[src/rtl/ser2par_lanes.sv]
// ser2par_lanes: multi-lane serial-to-parallel converter.
// Beats of L bits are packed into W-bit words (N = W/L beats per word).
// A start-of-word marker realigns the beat counter. Finished words go into a
// single holding register with a valid/ready handshake. A word that finishes
// while the holding register is still occupied is dropped and flagged.
//
// W must be an integer multiple of L, and W/L must be at least 2.

module ser2par_lanes #(
    parameter int W         = 8,
    parameter int L         = 1,
    parameter int MSB_FIRST = 1
) (
    input  logic         clk,
    input  logic         rstn,
    input  logic [L-1:0] ser_din,
    input  logic         ser_din_valid,
    input  logic         sof,
    output logic [W-1:0] par_dout,
    output logic         par_dout_valid,
    input  logic         par_dout_ready,
    output logic         overflow,
    output logic         frame_err
);

    localparam int N  = W / L;
    localparam int CW = (N > 1) ? $clog2(N) : 1;
    localparam logic [CW-1:0] LAST_SLOT = CW'(N - 1);

    // Beat counter (index of the next slot) and the in-progress word.
    logic [CW-1:0] cnt_reg;
    logic [CW-1:0] cnt_next;
    logic [W-1:0]  asm_reg;

    // Per-beat decode.
    logic          sof_beat;   // valid beat that restarts the word
    logic          last_beat;  // valid beat that completes a word
    logic          out_free;   // holding register can take a word this edge
    logic          load_word;  // completed word moves to par_dout
    logic          drop_word;  // completed word is lost (output busy)
    logic [CW-1:0] slot_sel;   // slot the current beat is written into
    logic [W-1:0]  base_word;  // word the current beat is merged into
    logic [W-1:0]  merged_word;

    assign sof_beat  = ser_din_valid & sof;
    assign last_beat = ser_din_valid & ~sof & (cnt_reg == LAST_SLOT);
    assign out_free  = ~par_dout_valid | par_dout_ready;
    assign load_word = last_beat & out_free;
    assign drop_word = last_beat & ~out_free;

    // A sof beat always lands in slot 0 of a cleared word, so partial data
    // from an aborted word never leaks into the next one.
    assign slot_sel  = sof_beat ? '0 : cnt_reg;
    assign base_word = sof_beat ? '0 : asm_reg;

    // Merge the incoming beat into its slot. Each slot is a fixed bit range
    // chosen at elaboration time, so the merge is a per-slot 2:1 mux rather
    // than a variable shifter.
    generate
        for (genvar gi = 0; gi < N; gi++) begin : g_slot
            localparam int LO = (MSB_FIRST != 0) ? (W - (gi + 1) * L) : (gi * L);
            assign merged_word[LO +: L] = (slot_sel == CW'(gi)) ? ser_din
                                                                 : base_word[LO +: L];
        end
    endgenerate

    // Next counter value: hold on idle, restart at 1 after sof, wrap after the last slot.
    always_comb begin
        cnt_next = cnt_reg;
        if (ser_din_valid) begin
            if (sof) begin
                cnt_next = CW'(1);
            end else if (cnt_reg == LAST_SLOT) begin
                cnt_next = '0;
            end else begin
                cnt_next = cnt_reg + CW'(1);
            end
        end
    end

    // Beat counter and assembly register.
    always_ff @(posedge clk or negedge rstn) begin
        if (!rstn) begin
            cnt_reg <= '0;
            asm_reg <= '0;
        end else begin
            cnt_reg <= cnt_next;
            if (ser_din_valid) begin
                asm_reg <= merged_word;
            end
        end
    end

    // Output holding register: load a finished word when free, otherwise retire on handshake.
    always_ff @(posedge clk or negedge rstn) begin
        if (!rstn) begin
            par_dout       <= '0;
            par_dout_valid <= 1'b0;
        end else begin
            if (load_word) begin
                par_dout       <= merged_word;
                par_dout_valid <= 1'b1;
            end else if (par_dout_valid && par_dout_ready) begin
                par_dout_valid <= 1'b0;
            end
        end
    end

    // Registered single-cycle status pulses.
    always_ff @(posedge clk or negedge rstn) begin
        if (!rstn) begin
            overflow  <= 1'b0;
            frame_err <= 1'b0;
        end else begin
            overflow  <= drop_word;
            frame_err <= sof_beat && (cnt_reg != '0);
        end
    end

endmodule

[config.mk]
export PLATFORM = sky130hd
export DESIGN_NAME = ser2par_lanes
export DESIGN_NICKNAME = d
export VERILOG_FILES = /design/src/rtl/ser2par_lanes.sv
export SDC_FILE = /design/constraint.sdc
export NUM_CORES = 1
export LEC_CHECK = 0
export ABC_AREA = 1
export BUFFER_PORTS_ARGS = -buffer_cell sky130_fd_sc_hd__buf_2
export CORE_ASPECT_RATIO = 0.5
export CORE_MARGIN = 5
export CORE_UTILIZATION = 35
export CTS_CLUSTER_DIAMETER = 150
export DETAILED_ROUTE_END_ITERATION = 10
export GPL_ROUTABILITY_DRIVEN = 0
export PLACE_DENSITY = 0.52
export SYNTH_ARGS = -nofsm -noshare
export SYNTH_HDL_FRONTEND = slang
export SYNTH_SLANG_ARGS = --single-unit
[constraint.sdc]
create_clock -name clk -period 3.3 [get_ports clk]
set_input_delay 0.99 -clock clk [delete_from_list [all_inputs] [get_ports clk]]
set_output_delay 0.99 -clock clk [all_outputs]
set_load 0.1 [all_outputs]
# == Word level (Yosys, flattened, before mapping) ==
# Cells that the tools add are included.
# totals
register_bits,22
in_bits,6
output_inout_bits,11
elab_cells,43
# op_classes
addsub,1
eq_ne,8
mux,14
bitwise,9
reduce_logical,5
# op_table
cell,count
"3-bit equality test, second input constant",5
1-bit two-way mux,10
3-bit two-way mux,3
8-bit two-way mux,1
"3-bit by 2-bit equality test with 1-bit output, second input constant",2
1-bit bitwise AND,5
"3-bit by 1-bit adder with 3-bit output, second input constant",1
"3-bit by 1-bit equality test with 1-bit output, second input constant",1
3-bit logical NOT,1
1-bit inverter,3
3-bit nonzero test,1
1-bit logical AND,2
2-bit nonzero test,1
1-bit OR,1

# == Logic depth before layout (Yosys ltp) ==
# Gate-level depths: netlist of the first run.
# logic_depth
word_depth,5
mapped_depth,8
depth_no_buf,7

# == Worst setup path after synthesis of the first run ==
# Ideal clock, no wire load.
# synth_timing
kind,flip-flop to output port
start,register par_dout[0]
end,output port par_dout[0]
t_arrival_ns,0.898
t_required_ns,2.310
setup_slack_ns,1.412
stages_incl_launch_ff,1
path_buffers,0
cell_sequence,dfrtp_1
# synth_rtl
element,line_no,text
from (decl),19,"output logic [W-1:0] par_dout,"
from (signal assigned),101,par_dout <= merged_word;
# No word-level cell between the ends.

# == Final worst setup path of the first run ==
# layout_timing
start,input port ser_din_valid
end,register par_dout[6]
# layout_between
elab_chain_cells,4
elab_cells_between_ends,8
# layout_lines
element,line_no,text
from (decl),17,"input logic ser_din_valid,"
1-bit bitwise AND,45,assign sof_beat = ser_din_valid & sof;
3-bit two-way mux,53,assign slot_sel = sof_beat ? '0 : cnt_reg;
3-bit by 1-bit equality test with 1-bit output,62,assign merged_word[LO +: L] = (slot_sel == CW'(gi)) ? ser_din
1-bit two-way mux,62,
# Several ways; a longest one is shown, not always the timed one.
# A chain may end at the register's enable or synchronous reset.

==> results of run 1 <==
## cell usage after synthesis
cell type / n / area share
buf_2: 4 / 0.018
nor2_1: 8 / 0.027
nand2_1: 61 / 0.20
ha_1: 3 / 0.033
o21ai_2: 1 / 0.0078
a22oi_1: 1 / 0.0066
buf_1: 1 / 0.0033
nand3_1: 22 / 0.097
nor2_4: 1 / 0.010
clkbuf_2: 1 / 0.0044
nand4_1: 6 / 0.033
inv_2: 4 / 0.013
a21oi_1: 1 / 0.0044
nand2_2: 1 / 0.0055
inv_1: 6 / 0.020
nor2_8: 1 / 0.018
o21ai_0: 2 / 0.0089
dfrtp_1: 22 / 0.49
## final timing paths
check                              start     endpoint  slack (ps)  cells past startpoint
setup / recovery           ser_din_valid  par_dout[6]        1230                      7
hold / removal               par_dout[3]  par_dout[3]         480                      2
setup reg to reg              cnt_reg[0]  par_dout[6]        1720                      7
hold reg to reg              par_dout[3]  par_dout[3]         480                      2
max in group asynchronous           rstn  par_dout[5]        2280                      1
min in group asynchronous           rstn   asm_reg[6]         680                      1
## power groups by stage
stage | logic (mW) | registers, mW | clock network [mW]
finish | 0.289 | 0.351 | 0.196
global placement | 0.290 | 0.357 | 0
CTS | 0.292 | 0.351 | 0.208
global route | 0.316 | 0.359 | 0.217
floorplan | 0.116 | 0.477 | 0
detailed placement | 0.291 | 0.355 | 0
## worst max-delay path, delay by kind of cell
family                 cells  cell delay [ps]
AND/OR/NAND/NOR            6             1050
buffers and inverters      1              180
## cell type report
class | count | area (um^2)
fill | 333 | 1760
sequential | 22 | 551
multi-input combinational | 108 | 513
timing repair buffer | 16 | 80.1
clock buffer | 4 | 55.1
tap | 40 | 50.0
inverter | 10 | 37.5
## layer usage
layer	global-route usage	part of all wire
met5	0	0
met3	0.0448	0.041
met1	0.161	0.52
met4	0.0371	0.0097
met2	0.189	0.43
## cell usage in the layout, fill, tap and decap left out
master	count
nor2_1	8
buf_2	16
o21ai_2	1
dfrtp_1	22
inv_2	4
ha_1	3
o21ai_0	2
nand3_1	22
nand2_2	1
nor2_8	1
nand2_1	61
inv_1	6
clkbuf_8	4
nand4_1	6
a22oi_1	1
nor2_4	1
a21oi_1	1
## logic make-up after synthesis
kind of cell	Yosys count
buffers and inverters	16
DFF	22
AOI/OAI and AO/OA	5
and+or+nand+nor	100
adders and majority gates	3
## stage by stage
stage                util  total power, mW  cells  setup slack (ps)
floorplan               -            0.593    146              1410
global placement    0.404            0.647    196               986
detailed placement  0.404            0.647    196               985
CTS                 0.422            0.851    200              1250
global route        0.422            0.892    200              1060
finish              0.422            0.836    200              1230
==> impl_metrics.py, run 1 <==
metrics = {
    "floorplanning": {
        "row_count": 14,
        "io_pins": 17,
        "die_w_um": 90.4,
        "start_util": 0.371,
        "core_area_um2": 3050,
        "fp.dieH_um": 50.2,
        "die_area_um2": 4530,
    },
    "finish": {
        "drive_gt1_frac": 0.175,
        "nNetsFinal": 170,
        "syn_to_final_growth_pct": 13.8,
        "fin_area_um2": 1290,
        "antenna_cells": 0,
    },
    "timing": {
        "rsz0062_at_grt": "false",
        "relSlewSlack": 0.581,
        "timing.setup.tns_ps": 0,
        "worstMarginPinSlew_ps": 627,
        "drv_slew": 0,
        "setup_viol": 0,
        "max_freq_mhz": 484,
        "post-route-period-util": 0.627,
        "skew_ps": 3.45,
        "min_period_ps": 2070,
        "hold_viol": 0,
        "hold_slack_ps": 475,
    },
    "clock_tree": {
        "clock_sinks": 22,
        "clkLatencyLatePin_ps": 260,
        "cts_resized": 0,
        "postCtsHoldBufs": 0,
        "clk_pin_slew_ps": 80,
        "cts_tree": "yes",
        "cts_inserted_buffers": 3,
        "cts_buffer_depth": 2,
        "cts_htree_levels": 1,
        "cts_setup_buffers": 0,
        "root_buffer": "clkbuf_8",
    },
    "logic_synthesis": {
        "synth_cells": 146,
        "synth_nets": 155,
        "synth-xor-area-share": 0,
        "yosysWarnings": 0,
        "synth-compound-area-share": 0.0277,
        "ys_seq_area_frac": 0.487,
        "yosys.area_share.simple": 0.393,
        "syn_area_um2": 1130,
        "synth_top_family_by_area": "simple AND/OR/NAND/NOR gates",
        "ys_ff_latch": 22,
        "syn_avg_cell_area_um2": 7.74,
        "synthMuxAreaShare": 0,
        "ys_types": 18,
        "synth_fa_ha_area_frac": 0.0332,
    },
    "detailed_routing": {
        "route.detailed.drc": 0,
        "routed-via-count": 976,
        "drt-wirelength-per-cell_um": 12.4,
        "wirelength_um": 2480,
        "routed_via_density": 4.88,
        "ant_nets": 0,
        "first_iter_violations": 44,
        "first_pass_iters": 4,
    },
    "power": {
        "switching_share": 0.426,
        "leakage_nw": 0.715,
        "power_frac_comb": 0.345,
        "vdd_ir_drop_max_v": 0.000229,
        "p_switching_mw": 0.356,
        "p_clk_frac": 0.234,
        "cellInternalPower_mw": 0.480,
        "seqPwrFrac": 0.420,
        "powerDensity_nw_per_um2": 650,
    },
    "critical_path": {
        "end_kind": "register",
        "cpMaxStageDelayCell": "nand2_1",
        "max_stage_delay_ps": 500,
        "crit_arrival_ps": 2230,
        "cpMostUsedCell": "nand2_1",
        "cp-start-kind": "input pin",
        "crit_chain": "buf_2 -> nand2_1 -> nand3_1 -> nor2_1 -> nand2_1 -> nand3_1 -> nand2_1",
        "path_class": "input pin to register",
        "required_ps": 3460,
        "cp_max_fo": 20,
    },
    "global_routing": {
        "gr-total-overflow": 0,
        "grt_pass1_vias": 912,
        "grt_max_degree": 23,
        "antenna_found_initial": 0,
        "grt_usage": 0.122,
        "grt_pass1_wl_um": 4400,
    },
    "run_status": {
        "outcome": "finished, final reports clean",
    },
    "placement": {
        "port_buffers": 16,
        "dpl_cell_area_um2": 1230,
        "dp.final_hpwl_um": 1770,
    },
    "flow_run": {
        "max_cap_viol_count": 0,
    },
    "worst_hold_path": {
        "worstHoldPathType": "register to register",
    },
}
(Power assumes the default switching activity.)
==> run 2: changes to the inputs <==
--- a/config.mk
+++ b/config.mk
@@ -5,7 +5,7 @@
 export SDC_FILE = /design/constraint.sdc
 export NUM_CORES = 1
 export LEC_CHECK = 0
-export ABC_AREA = 1
+export ABC_AREA = 0
 export BUFFER_PORTS_ARGS = -buffer_cell sky130_fd_sc_hd__buf_2
 export CORE_ASPECT_RATIO = 0.5
 export CORE_MARGIN = 5
@@ -13,7 +13,7 @@
 export CTS_CLUSTER_DIAMETER = 150
 export DETAILED_ROUTE_END_ITERATION = 10
 export GPL_ROUTABILITY_DRIVEN = 0
-export PLACE_DENSITY = 0.52
+export PLACE_DENSITY = 0.54
 export SYNTH_ARGS = -nofsm -noshare
 export SYNTH_HDL_FRONTEND = slang
 export SYNTH_SLANG_ARGS = --single-unit
==> constraint.sdc (replaced) <==
create_clock -name clk -period 1.8 [get_ports clk]
set_input_delay 0.54 -clock clk [delete_from_list [all_inputs] [get_ports clk]]
set_output_delay 0.54 -clock clk [all_outputs]
set_load 0.1 [all_outputs]
==> impl_metrics.py, run 2 <==
metrics = {
    "logic_synthesis": {
        "async_flop_share": 1.00,
        "ys_types": 27,
        "synth_top_area_frac": 0.466,
        "syn_avg_cell_area_um2": 9.68,
        "syn_area_um2": 1180,
        "synth_top_family_by_area": "simple AND/OR/NAND/NOR gates",
        "yosysWarnings": 0,
        "synth_nets": 131,
        "yosys.area.top_type": "dfrtp_1",
        "synthTopCellsByCount": "dfrtp_1 (22), inv_1 (10), a21oi_1 (9), nand3_1 (9)",
        "synth-xor-area-share": 0,
        "synth_cells": 122,
        "synth-compound-area-share": 0.171,
        "ys_seq_area_frac": 0.466,
        "yosysMostFrequentCell": "dfrtp_1",
        "synth_edf_count": 0,
        "ys_ff_latch": 22,
        "synthMuxAreaShare": 0.0593,
        "synthFlopType": "dfrtp_1",
        "yosys.area_share.simple": 0.186,
        "synth_fa_ha_area_frac": 0.0318,
        "synth_area_leaders": "dfrtp_1 (47%), mux2i_1 (5.9%), a21oi_1 (3.8%)",
    },
    "finish": {
        "final_cell_mix": "dfrtp_1 (22), buf_2 (16), inv_1 (10), a21oi_1 (9), nand3_1 (9)",
        "final_common_cell": "dfrtp_1",
        "antenna_cells": 0,
        "ff_latch_area_um2": 551,
        "fin_area_um2": 1370,
        "nNetsFinal": 149,
        "drive_gt1_frac": 0.209,
        "n_fill_cell": 307,
        "fin_util": 0.440,
        "multiInputGateArea_um2": 529,
        "syn_to_final_growth_pct": 16.1,
    },
    "floorplanning": {
        "io_pins": 17,
        "die_area_um2": 4710,
        "core_area_um2": 3120,
        "row_count": 14,
        "fp.dieH_um": 51.1,
        "die_w_um": 92.2,
        "start_util": 0.379,
    },
    "power": {
        "power_frac_comb": 0.441,
        "seqPwrFrac": 0.330,
        "powerDensity_nw_per_um2": 1480,
        "p_clk_frac": 0.229,
        "vdd_ir_drop_max_v": 0.000351,
        "leakage_nw": 0.642,
        "p_switching_mw": 0.933,
        "switching_share": 0.460,
        "cellInternalPower_mw": 1.10,
    },
    "clock_tree": {
        "cts_inserted_buffers": 3,
        "clock_sinks": 22,
        "cts_tree": "yes",
        "cts_htree_levels": 1,
        "cts_resized": 0,
        "cts_setup_buffers": 0,
        "root_buffer": "clkbuf_8",
        "postCtsHoldBufs": 0,
        "cts_buffer_depth": 2,
        "clk_pin_slew_ps": 90,
        "clkLatencyLatePin_ps": 260,
    },
    "critical_path": {
        "cpMaxStageDelayCell": "buf_2",
        "cp.buffers_inverters": 1,
        "cp_top_family": "buffers and inverters",
        "crit_arrival_ps": 1050,
        "end_kind": "primary output",
        "cp_max_fo": 2,
        "required_ps": 1260,
        "r2r_setup_slack_ps": 300,
        "r2r_cells": 5,
        "cp-start-kind": "register",
        "crit_chain": "buf_2",
        "critical_path_depth": 1,
        "max_stage_delay_ps": 430,
        "path_class": "register to primary output",
    },
    "global_routing": {
        "use_met2": 0.171,
        "grt_usage": 0.120,
        "grtUsageMet1": 0.174,
        "met3_usage": 0.0440,
        "antenna_found_initial": 0,
        "grt_max_degree": 23,
        "grt_pass1_vias": 864,
        "grt_pass1_wl_um": 4370,
        "gr-total-overflow": 0,
        "busiest_layer": "met1",
    },
    "timing": {
        "timing.setup.tns_ps": 0,
        "skew_ps": 3.80,
        "post-route-period-util": 0.886,
        "min_period_ps": 1590,
        "relSlewSlack": 0.679,
        "rsz0062_at_grt": "false",
        "setup_viol": 0,
        "hold_viol": 0,
        "worstMarginPinSlew_ps": 482,
        "drv_slew": 0,
        "max_freq_mhz": 627,
    },
    "detailed_routing": {
        "first_iter_violations": 83,
        "route.detailed.drc": 0,
        "routed-via-count": 978,
        "routed_via_density": 5.46,
        "drt-wirelength-per-cell_um": 14.4,
        "first_pass_iters": 5,
        "ant_nets": 0,
        "wirelength_um": 2590,
    },
    "placement": {
        "port_buffers": 16,
        "dp.final_hpwl_um": 1900,
        "dpl_cell_area_um2": 1300,
    },
    "flow_run": {
        "max_cap_viol_count": 0,
    },
    "worst_hold_path": {
        "worstHoldPathType": "input pin to asynchronous set/reset pin",
    },
    "run_status": {
        "outcome": "finished, final reports clean",
    },
}
run 2: cell count changes after synthesis, sizes merged, moves of 6 or more:
cell,delta
nand2,-59
nand3,-13
a21oi,+8
a31oi,+8
nor2,-8
mux2i,+7
o22ai,+7
nand3b,+6
run 2: final timing paths:
path,from,to
max reg2reg,cnt_reg[0],par_dout[1]
min in group clk,asm_reg[7],asm_reg[7]
max,par_dout[7],par_dout[7]
max in group asynchronous,rstn,asm_reg[0]
min reg2reg,asm_reg[7],asm_reg[7]
min,rstn,cnt_reg[2]
run 2: logic make-up after synthesis:
kind of cell	after synthesis
compound gates	33
simple gates	37
fa+ha+maj	3
mux	7
flops	22
buf+inv	20
run 2: through the flow:
stage	instances	setup slack, ps	power (mW)	hold slack (ps)
after global routing	179	155	2.14	281
after floorplan	122	198	1.41	244
after global placement	175	213	1.57	490
final	179	206	2.03	224
after detailed placement	175	179	1.58	485
after CTS	179	193	2.05	250
run 2: worst reg2reg max path, cell delays in order, from the launching register on:
cell	delay [ps]
dfrtp_1	390
ha_1	190
ha_1	230
and3b_1	210
and2_1	230
a31oi_1	180
run 2: final cells by class:
cell class / instances / share of cell area
multi-input cells: 80 / 0.386
clock inverters: 1 / 0.0219
flip-flops and latches: 22 / 0.401
inverters: 10 / 0.0274
clock buffers: 3 / 0.0301
well taps: 40 / 0.0365
repair buffers: 23 / 0.0967
run 2: power groups by stage:
stage                     Sequential [mW]  Clock [mW]  Combinational [mW]
after floorplan                      1.16           0               0.251
after global routing                0.688       0.496               0.951
after global placement              0.674           0               0.899
final                               0.670       0.466               0.894
after detailed placement            0.681           0               0.900
after CTS                           0.672       0.478               0.900
run 2: per-layer routing:
layer | up-vias | part of all wire
li1 | 474 | -
met3 | 2 | 0.096
met1 | 459 | 0.49
met2 | 43 | 0.41
met5 | - | 0
met4 | 0 | 0.0085
==> run 3: changes to the inputs <==
--- a/config.mk
+++ b/config.mk
@@ -6,14 +6,15 @@
 export NUM_CORES = 1
 export LEC_CHECK = 0
 export ABC_AREA = 0
-export BUFFER_PORTS_ARGS = -buffer_cell sky130_fd_sc_hd__buf_2
 export CORE_ASPECT_RATIO = 0.5
 export CORE_MARGIN = 5
 export CORE_UTILIZATION = 35
 export CTS_CLUSTER_DIAMETER = 150
 export DETAILED_ROUTE_END_ITERATION = 10
+export DONT_BUFFER_PORTS = 1
 export GPL_ROUTABILITY_DRIVEN = 0
-export PLACE_DENSITY = 0.54
+export PLACE_DENSITY = 0.5
+export SKIP_LAST_GASP = 1
 export SYNTH_ARGS = -nofsm -noshare
 export SYNTH_HDL_FRONTEND = slang
 export SYNTH_SLANG_ARGS = --single-unit
==> impl_metrics.py, run 3 (synthesis gave the netlist of run 2 again) <==
metrics = {
    "run_status": {
        "outcome": "finished, final reports clean",
    },
    "timing": {
        "drv_slew": 0,
        "setup_viol": 0,
        "min_period_ps": 1590,
        "max_freq_mhz": 628,
        "worstMarginPinSlew_ps": 1030,
        "skew_ps": 1.59,
        "timing.setup.tns_ps": 0,
        "hold_viol": 0,
        "post-route-period-util": 0.885,
        "relSlewSlack": 0.312,
        "rsz0062_at_grt": "false",
    },
    "finish": {
        "syn_to_final_growth_pct": 14.0,
        "final_common_cell": "dfrtp_1",
        "n_fill_cell": 322,
        "drive_gt1_frac": 0.167,
        "antenna_cells": 0,
        "final_cell_mix": "dfrtp_1 (22), buf_4 (15), inv_1 (10), a21oi_1 (9), nand3_1 (9)",
        "nNetsFinal": 142,
    },
    "clock_tree": {
        "cts_buffer_depth": 2,
        "clock_sinks": 22,
        "cts_tree": "yes",
        "cts_htree_levels": 1,
        "cts_inserted_buffers": 3,
        "cts_setup_buffers": 0,
        "clk_pin_slew_ps": 80,
        "root_buffer": "clkbuf_8",
        "clkLatencyLatePin_ps": 260,
    },
    "global_routing": {
        "grt_pass1_wl_um": 4450,
        "antenna_found_initial": 0,
        "grt_pass1_vias": 852,
        "gr-total-overflow": 0,
        "grt_usage": 0.122,
        "grt_max_degree": 23,
    },
    "critical_path": {
        "crit_chain": "ha_1 -> ha_1 -> and3b_1 -> and2_2 -> a31oi_1",
        "path_class": "register to register",
        "critical_path_depth": 5,
        "cp_max_fo": 9,
        "required_ps": 1980,
        "crit_arrival_ps": 1770,
        "max_stage_delay_ps": 380,
        "cpMaxStageDelayCell": "dfrtp_1",
        "end_kind": "register",
        "cp.buffers_inverters": 0,
        "cpMostUsedCell": "ha_1",
        "cp_top_family": "simple AND/OR/NAND/NOR gates",
        "cp-start-kind": "register",
        "r2r_cells": 5,
    },
    "floorplanning": {
        "row_count": 14,
        "die_area_um2": 4710,
        "io_pins": 17,
        "start_util": 0.379,
        "core_area_um2": 3120,
        "fp.dieH_um": 51.1,
        "die_w_um": 92.2,
    },
    "detailed_routing": {
        "first_iter_violations": 52,
        "route.detailed.drc": 0,
        "met1Wirelength_um": 1430,
        "routed-via-count": 927,
        "ant_nets": 0,
        "dr_wl_met2_um": 1030,
        "routed_via_density": 5.39,
        "routed.top_layer": "met4",
        "drt-wirelength-per-cell_um": 15.5,
        "wirelength_um": 2660,
        "first_pass_iters": 4,
        "dr_wl_met3_um": 188,
    },
    "placement": {
        "port_buffers": 0,
        "dp.final_hpwl_um": 1880,
    },
    "power": {
        "powerDensity_nw_per_um2": 1450,
        "leakage_nw": 0.607,
        "finalPower_mw": 1.95,
        "vdd_ir_drop_max_v": 0.000330,
    },
    "worst_hold_path": {
        "worstHoldPathType": "input pin to register",
        "whs_path_depth": 1,
    },
    "flow_run": {
        "max_cap_viol_count": 0,
    },
}
==> run 3: cell count changes in the layout (fill, tap and decap cells not counted), sizes merged <==
cell,change
dlygate4sd3,+1
bufinv,-1
clkbuf,+1
buf,-8
==> run 3: cell type report <==
cell class / count / area, um^2 / area share
Sequential cell: 22 / 551 / 0.409
Multi-Input combinational cell: 80 / 531 / 0.394
Timing Repair Buffer: 16 / 123 / 0.0911
Clock buffer: 4 / 55.1 / 0.0409
Tap cell: 40 / 50.0 / 0.0372
Inverter: 10 / 37.5 / 0.0279
==> run 3: routing by layer <==
| layer | up-vias | track usage |
|---|---|---|
| met1 | 436 | 0.185 |
| met5 | - | 0 |
| met3 | 2 | 0.0455 |
| met2 | 29 | 0.169 |
| li1 | 460 | - |
| met4 | 0 | 0.0148 |
==> run 3: worst reg2reg max path, delay by kind of cell (launching register included) <==
| family | cells | cell delay [ps] |
|---|---|---|
| simple gates | 2 | 560 |
| fa+ha+maj | 2 | 410 |
| flops | 1 | 380 |
| compound gates | 1 | 160 |
==> run 3: where the power goes <==
group          switching, mW  internal (mW)  total (mW)
sequential            0.0646          0.609       0.674
combinational          0.695          0.224       0.919
clock                  0.159          0.195       0.354
total                  0.918           1.03        1.95
==> run 3: what timing repair did <==
| action | 4_1_cts | 5_1_grt |
|---|---|---|
| resized for setup | 0 | 1 |
| hold buffers | 1 | 0 |
| endpoints found under the hold margin | 22 | 0 |
| setup endpoints to repair | 0 | 8 |
==> run 3: metrics by stage <==
stage	setup slack, ps	hold slack (ps)	instances	util	instance area, um^2
detailed placement	159	245	167	0.411	1280
CTS	145	349	172	0.431	1350
floorplan	198	244	122	-	1180
finish	208	363	172	0.432	1350
global route	54.2	349	172	0.432	1350
global placement	173	245	167	0.411	1280
==> run 3: final timing paths <==
check	endpoint	from	slack [ps]
worst min-delay path	asm_reg[2]	sof	360
worst max-delay path	par_dout[1]	cnt_reg[0]	210
worst min register to register	asm_reg[7]	asm_reg[7]	500
worst max register to register	par_dout[1]	cnt_reg[0]	210
min in group asynchronous	asm_reg[0]	rstn	900
max in group asynchronous	asm_reg[4]	rstn	280
